$ cat src/rtl/spi_ram_pkg.sv
// spi_ram_pkg
// Shared definitions for the SPI/host RAM arbiter: SPI command encodings,
// the arbiter FSM state type and the requester indices used by rr_arb2.
// No ports; imported with import spi_ram_pkg::*.
package spi_ram_pkg;

  localparam logic [1:0] CMD_WR_ADDR = 2'b00;
  localparam logic [1:0] CMD_WR_DATA = 2'b01;
  localparam logic [1:0] CMD_RD_ADDR = 2'b10;
  localparam logic [1:0] CMD_RD_DATA = 2'b11;

  localparam int REQ_SPI  = 0;
  localparam int REQ_HOST = 1;

  typedef enum logic [1:0] {
    ST_IDLE,
    ST_ACCESS,
    ST_RD_WAIT,
    ST_RESP
  } arb_state_e;

  // Data commands (01, 11) go through the pending slot; address commands
  // (00, 10) only update a latch.
  function automatic logic isQueuedCmd(input logic [1:0] cmd);
    return cmd[0];
  endfunction

endpackage

$ cat src/rtl/rr_arb2.sv
// rr_arb2
// Two-requester round-robin arbiter. Requester 0 is SPI, requester 1 is the
// host. The pointer remembers who should be favoured next time both request:
// after reset SPI is favoured, and each winner hands priority to the other.
// Ports:
//   clk, rst   clock and async active-high reset
//   req_i      request vector {host, spi}
//   update_i   advance the pointer when a grant is taken this cycle
//   gnt_o      one-hot combinational grant
module rr_arb2 import spi_ram_pkg::*; (
  input  logic       clk,
  input  logic       rst,
  input  logic [1:0] req_i,
  input  logic       update_i,
  output logic [1:0] gnt_o
);

  logic hostPrio_q;

  // Grant SPI unless the host is also requesting and holds priority.
  always_comb begin
    gnt_o = 2'b00;
    if (req_i[REQ_SPI] && (!req_i[REQ_HOST] || !hostPrio_q)) begin
      gnt_o[REQ_SPI] = 1'b1;
    end else if (req_i[REQ_HOST]) begin
      gnt_o[REQ_HOST] = 1'b1;
    end
  end

  // The last winner loses the next tie: an SPI win gives the host priority.
  always_ff @(posedge clk or posedge rst) begin
    if (rst) begin
      hostPrio_q <= 1'b0;
    end else if (update_i && (gnt_o != 2'b00)) begin
      hostPrio_q <= gnt_o[REQ_SPI];
    end
  end

endmodule

$ cat src/rtl/spi_ram_arbiter.sv
// spi_ram_arbiter
// Shares one single-port RAM between an SPI command stream and a local host.
// SPI words: [9:8] command, [7:0] payload. 00 loads wr_addr, 01 queues a write
// of the payload, 10 loads rd_addr, 11 queues a read. Data commands sit in a
// one-deep pending slot until granted; overflowing strobes set sticky spi_ovf.
// Ports:
//   clk, rst                          clock, async active-high reset
//   spi_rx_data/valid                 incoming SPI words
//   spi_tx_data/valid                 SPI read responses
//   host_req/we/addr/wdata            local requester
//   host_gnt/rdata/rvalid             host grant pulse and read response
//   ram_en/we/addr/din, ram_dout      single-port RAM
//   busy, spi_ovf                     status
// Build option: define SPI_RAM_ARB_AUTOINC_EN to post-increment the SPI
// address used by each SPI access.
module spi_ram_arbiter import spi_ram_pkg::*; #(
  parameter int ADDR_W = 8,
  parameter int RD_LAT = 1
) (
  input  logic              clk,
  input  logic              rst,
  input  logic [9:0]        spi_rx_data,
  input  logic              spi_rx_valid,
  output logic [7:0]        spi_tx_data,
  output logic              spi_tx_valid,
  input  logic              host_req,
  input  logic              host_we,
  input  logic [ADDR_W-1:0] host_addr,
  input  logic [7:0]        host_wdata,
  output logic              host_gnt,
  output logic [7:0]        host_rdata,
  output logic              host_rvalid,
  output logic              ram_en,
  output logic              ram_we,
  output logic [ADDR_W-1:0] ram_addr,
  output logic [7:0]        ram_din,
  input  logic [7:0]        ram_dout,
  output logic              busy,
  output logic              spi_ovf
);

  arb_state_e        state_q;
  logic [ADDR_W-1:0] wrAddr_q, wrAddr_d;
  logic [ADDR_W-1:0] rdAddr_q, rdAddr_d;
  logic              pend_q, pendRd_q;
  logic [7:0]        pendData_q;
  logic              curSpi_q, curRd_q;
  logic [1:0]        waitCnt_q;
  logic              spiOvf_q;
  logic              ramEn_q, ramWe_q, hostGnt_q;
  logic [ADDR_W-1:0] ramAddr_q;
  logic [7:0]        ramDin_q;
  logic [7:0]        txData_q, hostRdata_q;
  logic              txValid_q, hostRvalid_q;

  logic [1:0] cmd;
  logic [7:0] payload;
  logic       spiInFlight, spiAccept, spiDrop, grantSpi, inIdle;
  logic [1:0] gnt;

  // SPI decode. A data command is refused while the slot is full or while an
  // SPI access is still between grant and the return to IDLE.
  always_comb begin
    cmd         = spi_rx_data[9:8];
    payload     = spi_rx_data[7:0];
    inIdle      = (state_q == ST_IDLE);
    spiInFlight = !inIdle && curSpi_q;
    spiAccept   = spi_rx_valid && isQueuedCmd(cmd) && !pend_q && !spiInFlight;
    spiDrop     = spi_rx_valid && isQueuedCmd(cmd) && !spiAccept;
    grantSpi    = inIdle && gnt[REQ_SPI];
  end

  rr_arb2 uArb (
    .clk      (clk),
    .rst      (rst),
    .req_i    ({host_req, pend_q}),
    .update_i (inIdle),
    .gnt_o    (gnt)
  );

  // Address latches. An address command in the same cycle as an SPI grant
  // wins over the optional post-increment.
  always_comb begin
    wrAddr_d = wrAddr_q;
    rdAddr_d = rdAddr_q;
`ifdef SPI_RAM_ARB_AUTOINC_EN
    if (grantSpi) begin
      if (pendRd_q) begin
        rdAddr_d = rdAddr_q + ADDR_W'(1);
      end else begin
        wrAddr_d = wrAddr_q + ADDR_W'(1);
      end
    end
`endif
    if (spi_rx_valid && (cmd == CMD_WR_ADDR)) begin
      wrAddr_d = ADDR_W'(payload);
    end
    if (spi_rx_valid && (cmd == CMD_RD_ADDR)) begin
      rdAddr_d = ADDR_W'(payload);
    end
  end

  // Main FSM. Every RAM and response output is registered here; the grant
  // edge (IDLE->ACCESS) captures the winner's address and data, so later
  // address commands never disturb an access already under way.
  always_ff @(posedge clk or posedge rst) begin
    if (rst) begin
      state_q      <= ST_IDLE;
      wrAddr_q     <= '0;
      rdAddr_q     <= '0;
      pend_q       <= 1'b0;
      pendRd_q     <= 1'b0;
      pendData_q   <= '0;
      curSpi_q     <= 1'b0;
      curRd_q      <= 1'b0;
      waitCnt_q    <= '0;
      spiOvf_q     <= 1'b0;
      ramEn_q      <= 1'b0;
      ramWe_q      <= 1'b0;
      ramAddr_q    <= '0;
      ramDin_q     <= '0;
      hostGnt_q    <= 1'b0;
      txData_q     <= '0;
      txValid_q    <= 1'b0;
      hostRdata_q  <= '0;
      hostRvalid_q <= 1'b0;
    end else begin
      wrAddr_q     <= wrAddr_d;
      rdAddr_q     <= rdAddr_d;
      ramEn_q      <= 1'b0;
      hostGnt_q    <= 1'b0;
      txValid_q    <= 1'b0;
      hostRvalid_q <= 1'b0;
      if (spiDrop) begin
        spiOvf_q <= 1'b1;
      end
      if (spiAccept) begin
        pend_q     <= 1'b1;
        pendRd_q   <= cmd[1];
        pendData_q <= payload;
      end else if (grantSpi) begin
        pend_q <= 1'b0;
      end
      case (state_q)
        ST_IDLE: begin
          if (gnt != 2'b00) begin
            state_q   <= ST_ACCESS;
            ramEn_q   <= 1'b1;
            curSpi_q  <= gnt[REQ_SPI];
            hostGnt_q <= gnt[REQ_HOST];
            if (gnt[REQ_SPI]) begin
              curRd_q   <= pendRd_q;
              ramWe_q   <= !pendRd_q;
              ramAddr_q <= pendRd_q ? rdAddr_q : wrAddr_q;
              ramDin_q  <= pendData_q;
            end else begin
              curRd_q   <= !host_we;
              ramWe_q   <= host_we;
              ramAddr_q <= host_addr;
              ramDin_q  <= host_wdata;
            end
          end
        end
        ST_ACCESS: begin
          ramWe_q   <= 1'b0;
          waitCnt_q <= '0;
          state_q   <= curRd_q ? ST_RD_WAIT : ST_IDLE;
        end
        ST_RD_WAIT: begin
          if (waitCnt_q == 2'(RD_LAT - 1)) begin
            state_q <= ST_RESP;
            if (curSpi_q) begin
              txData_q  <= ram_dout;
              txValid_q <= 1'b1;
            end else begin
              hostRdata_q  <= ram_dout;
              hostRvalid_q <= 1'b1;
            end
          end else begin
            waitCnt_q <= waitCnt_q + 2'd1;
          end
        end
        ST_RESP: begin
          state_q <= ST_IDLE;
        end
        default: begin
          state_q <= ST_IDLE;
        end
      endcase
    end
  end

  assign spi_tx_data  = txData_q;
  assign spi_tx_valid = txValid_q;
  assign host_gnt     = hostGnt_q;
  assign host_rdata   = hostRdata_q;
  assign host_rvalid  = hostRvalid_q;
  assign ram_en       = ramEn_q;
  assign ram_we       = ramWe_q;
  assign ram_addr     = ramAddr_q;
  assign ram_din      = ramDin_q;
  assign busy         = (state_q != ST_IDLE);
  assign spi_ovf      = spiOvf_q;

endmodule

$ cat config.mk
export PLATFORM = sky130hd
export DESIGN_NAME = spi_ram_arbiter
export DESIGN_NICKNAME = d
export VERILOG_FILES = /design/src/rtl/spi_ram_pkg.sv /design/src/rtl/rr_arb2.sv /design/src/rtl/spi_ram_arbiter.sv
export SDC_FILE = /design/constraint.sdc
export NUM_CORES = 1
export LEC_CHECK = 0
export CORE_MARGIN = 2
export CORE_UTILIZATION = 48
export CTS_CLUSTER_DIAMETER = 100
export CTS_CLUSTER_SIZE = 14
export DETAILED_ROUTE_END_ITERATION = 6
export PLACE_DENSITY = 0.84
export SYNTH_ARGS = -nofsm -noshare
export SYNTH_HDL_FRONTEND = slang
export SYNTH_SLANG_ARGS = --single-unit
$ cat constraint.sdc
create_clock -name clk -period 2.5 [get_ports clk]
set_input_delay 0.5 -clock clk [delete_from_list [all_inputs] [get_ports clk]]
set_output_delay 0.5 -clock clk [all_outputs]
set_load 0.03 [all_outputs]
## Yosys cells after proc, flatten, opt, wreduce, memory -nomap -nowiden

Cells that the tools add are included.

| word-level totals | value |
|---|---|
| bits in registers | 71 |
| input bits | 39 |
| output and inout bits | 39 |
| logic and storage cells | 90 |

| operators by class | value |
|---|---|
| add/subtract/negate cells | 1 |
| equal/unequal tests | 7 |
| mux-type cells | 28 |
| bitwise operators | 1 |
| reductions and logical operators | 33 |

Operators with widths:

| operator | count |
|---|---|
| $mux W8 | 3 |
| $mux W1 | 18 |
| $logic_and A1 B1 Y1 | 10 |
| $reduce_bool A2 Y1 | 5 |
| $logic_not A1 Y1 | 8 |
| $mux W2 | 4 |
| $pmux W2 S4 | 1 |
| $reduce_and A2 Y1 | 4 |
| $eq A2 B2 Y1 const B | 3 |
| $logic_not A2 Y1 | 3 |
| $ne A2 B2 Y1 const B | 3 |
| $reduce_and A3 Y1 | 2 |
| $pmux W2 S2 | 1 |
| $add A2 B1 Y2 const B | 1 |
| $eq A2 B1 Y1 const B | 1 |
| $pmux W1 S2 | 1 |
| $logic_or A1 B1 Y1 | 1 |
| $not A1 Y1 | 1 |

## Longest topological paths before layout

| logic depth | value |
|---|---|
| depth in word-level cells | 7 |
| depth in mapped cells | 5 |
| gate-level depth less buffers | 5 |

## Hierarchy

From an unflattened synthesis, not the netlist that was laid out.

| second synthesis, totals | value |
|---|---|
| cells, all modules | 223 |
| area total of the unflattened synthesis | 2,982.9 um^2 |

Modules (own cells, without submodules):

| module | times used | cells each | area an instance (um^2) | sequential area each (um^2) |
|---|---|---|---|---|
| spi_ram_arbiter | 1 | 216 | 2,924.1 | 1,751.7 |
| rr_arb2 | 1 | 7 | 58.8 | 25.0 |

## Worst setup path before layout

Ideal clock, no wire load.

| timing | value |
|---|---|
| path kind | input to register |
| start | in host_req |
| end | reg ramAddr_q[0], in the netlist ram_addr[0] |
| library setup time | 125 ps |
| arrival | 1,503 ps |
| data required time | 2,375 ps |
| path slack | 873 ps |
| stages | 4 |
| path buffers | 1 |
| path through | a21boi_4 buf_6 mux2_2 mux2_2 |

| between the ends | value |
|---|---|
| cells in the longest elaborated chain, start to end | 6 |
| elaborated cells on any way between the ends | 9 |
| those cells by class | 4 x mux; 5 x reduce/logical |

Ends and longest elaborated chain:

| element | RTL line | text |
|---|---|---|
| from (decl) | spi_ram_arbiter.sv:26 | `input logic host_req,` |
| $logic_not A1 Y1 | rr_arb2.sv:23 | `if (req_i[REQ_SPI] && (!req_i[REQ_HOST] \|\| !hostPrio_q)) begin` |
| $logic_or A1 B1 Y1 | rr_arb2.sv:23 |  |
| $logic_and A1 B1 Y1 | rr_arb2.sv:23 |  |
| $mux W1 | rr_arb2.sv:23 |  |
| $reduce_bool A2 Y1 | spi_ram_arbiter.sv:146 | `if (gnt != 2'b00) begin` |
| $reduce_and A2 Y1 (no line) | -- |  |
| to (signal assigned) | spi_ram_arbiter.sv:154 | `ramAddr_q <= pendRd_q ? rdAddr_q : wrAddr_q;` |
| to (signal assigned) | spi_ram_arbiter.sv:159 | `ramAddr_q <= host_addr;` |
| to (decl) | spi_ram_arbiter.sv:51 | `logic [ADDR_W-1:0] ramAddr_q;` |

Parallel ways exist; a longest one is shown, timed or not.
A chain may end at the register's enable or synchronous reset.

## Worst setup path after layout

| timing | value |
|---|---|
| start | reg state_q[0] |
| end | out busy |

| between the ends | value |
|---|---|
| cells in the longest elaborated chain, start to end | 1 |

Ends and longest elaborated chain:

| element | RTL line | text |
|---|---|---|
| from (decl) | spi_ram_arbiter.sv:42 | `arb_state_e state_q;` |
| from (signal assigned) | spi_ram_arbiter.sv:167 | `state_q <= curRd_q ? ST_RD_WAIT : ST_IDLE;` |
| $reduce_bool A2 Y1 | spi_ram_arbiter.sv:202 | `assign busy = (state_q != ST_IDLE);` |
| to (decl) | spi_ram_arbiter.sv:38 | `output logic busy,` |

Every way passes these cells.

==> reports/metrics.yaml <==
status:
  status: "finished clean"
sta:
  final.setup.worst_slack_ns: 0.206
  period_needed_ns: 2.29
  finClkSkew_ns: 0.0117
  setup_violations: 0
  hold_violations: 0
  fmax_mhz: 436
  rsz0062_at_grt: "false"
  max_slew_margin_pct: 69.0
  worst_pin_slew_ns: 0.463
  setup_tns_ns: 0
  fin_crit_sh_pct: 91.8
  final_max_slew_viol_count: 0
synthesis:
  ys_seq_area_share_pct: 58.2
  synth.net_count: 242
  synth-compound-area-share_pct: 3.53
  yosysUniqueCellTypes: 30
  yosys.area_share.simple_pct: 4.03
  yosys-top-cells-area: "dfrtp_1 (58%), mux2_2 (31%), inv_1 (1.0%)"
  synth_top_area_share_pct: 58.2
  synth_top_area_cell: "dfrtp_1"
  synth-edff-count: 0
  ys_async_sr_fraction_pct: 100
  synth_cells: 202
  synth_adder_area_share_pct: 0.416
  muxShareOfSynthArea_pct: 31.0
  ys.flop_type: "dfrtp_1"
  postSynthAreaPerCell_um2: 14.9
  netlist_area_um2: 3010
  synth_top_family_by_area: "multiplexers"
  synth-xor-area-share_pct: 0
  synth_warnings: 0
  ys_ff_latch: 70
drt:
  post_drt_wl_per_cell_um: 17.1
  drtAntennaViolNets: 0
  drt_first_iter_violations: 142
  drc: 0
  via_count: 1908
  viasPerCell: 5.20
  dr.pass1.iters: 4
  routed_wl_um: 6260
floorplan:
  dieArea_um2: 6920
  rows: 28
  coreArea_um2: 5990
  ios: 78
  die_x_um: 83.2
  start_util_pct: 50.3
  fp.dieH_um: 83.2
place:
  place_congestion: 0.720
  place_hpwl_um: 4200
  portBuffers: 77
  pre_cts_ws_ns: 0.329
cts:
  cts_made_buffers: 9
  cts_tree: "yes"
  clk_latency_ns: 0.35
  cts_buffer_depth: 2
  clock-root-buffer: "clkbuf_8"
  hold_buffers: 0
  cts.sink_count: 70
  htreeDepth: 3
  cts_setup_buffers: 0
  clk_pin_slew_ns: 0.07
  cts_resized: 0
grt:
  grt_max_degree: 51
  grt.met1_usage_pct: 25.2
  use_met3_pct: 3.78
  grt-ovfl-total: 0
  grt_use_met2_pct: 31.2
  grt_pass1_wl_um: 10400
  grt_pass1_vias: 2024
  busiest_layer: "met2"
  grt_antenna_before_repair: 0
  grt.total_usage_pct: 19.6
worst_setup_path:
  worstPathArrival_ns: 1.79
  critPathTopFamily: "buffers and inverters"
  cp-start-kind: "flop"
  cp.required_ns: 2.00
  crit_type: "reg2out"
  max_stage_delay_ns: 0.60
  critical_path.max_fanout: 12
  crit_path_end_kind: "output port"
  crit_path_cell_trace: "nor2_2, inv_1, clkdlybuf4s50_1"
  cp_slowest_cell: "clkdlybuf4s50_1"
  path_buf_inv: 2
cells_and_area:
  final_common_cell: "mux2_2"
  antenna_cells: 0
  nets: 327
  layout-area-overhead-vs-synth_pct: 38.1
  drive_gt1_share_pct: 37.7
  num-fill-cells: 407
  layout_common_cells: "mux2_2 (82), clkdlybuf4s50_1 (77), dfrtp_1 (70)"
hold_path:
  hp-class: "in2async"
power:
  powerDensity_nw_per_um2: 1340
  max-vdd-ir-drop_mv: 0.721
  power_leakage_uw: 0.00175
run:
  drv_cap: 0
[final cells by class]
cell class	instances	area [um^2]	area share, %
clock buffer	10	128	3.07
tap	75	93.8	2.26
multi-input combinational	116	1170	28.2
inverter	8	30.0	0.722
sequential	70	1750	42.1
timing repair buffer	82	846	20.3
clock inverter	6	134	3.22
[cell usage after synthesis (2+ instances only)]
| master | count |
|---|---|
| o21ai_0 | 2 |
| a21oi_1 | 4 |
| mux2_2 | 82 |
| nand2_1 | 4 |
| buf_2 | 5 |
| o2bb2ai_1 | 2 |
| nor2_1 | 2 |
| nand3b_1 | 2 |
| inv_1 | 8 |
| dfrtp_1 | 70 |
| buf_6 | 2 |
[metal layers]
metal	wire length [um]	part of all wire (%)
met2	3100	50
met5	0	0
met4	154	2.5
met3	214	3.4
met1	2790	45
[sequential cells by signal, summed over array words and instances (netlist names), named ones only]
signal and flops:
wrAddr_q 8, waitCnt_q 2, pend_q 1, rdAddr_q 8, ram_en 1, spi_ovf 1, state_q 1, ram_addr 8
host_rvalid 1, pendRd_q 1, host_gnt 1, ram_din 8, host_rdata 8, ram_we 1, pendData_q 8, spi_tx_valid 1
spi_tx_data 8, uArb.hostPrio_q 1, curRd_q 1
[report_power, final]
group	internal (uW)	switching [uW]	leakage, uW
Sequential	1600	312	0.000837
Clock	764	431	0.000130
Combinational	1280	1200	0.000777
Total	3640	1940	0.00175
[per-stage QoR]
stage,util [%],instance area [um^2],hold slack [ns],instances,total power (uW)
floorplan,-,3010,0.446,202,3480
global placement,65.0,3890,0.454,351,4340
detailed placement,65.0,3890,0.488,351,4410
CTS,69.4,4160,0.475,367,5630
global route,69.4,4160,0.508,367,5850
finish,69.4,4160,0.476,367,5580
[logic make-up after synthesis]
kind of cell / count (synthesis)
adders and majority gates: 1
buffers and inverters: 16
AOI/OAI and AO/OA: 14
and+or+nand+nor: 18
DFF: 70
muxes: 83
[worst paths after layout]
check                           start             end  slack, ns  depth (start not counted)
setup / recovery           state_q[0]            busy       0.21                          3
hold / removal                    rst  spi_tx_data[6]       0.48                          2
setup reg to reg           state_q[0]        pendRd_q       0.79                          4
hold reg to reg               spi_ovf         spi_ovf       0.50                          1
max in group asynchronous         rst     ram_addr[7]       1.40                          3
min in group clk              spi_ovf         spi_ovf       0.50                          1
Power figures use the tool's default switching activity.
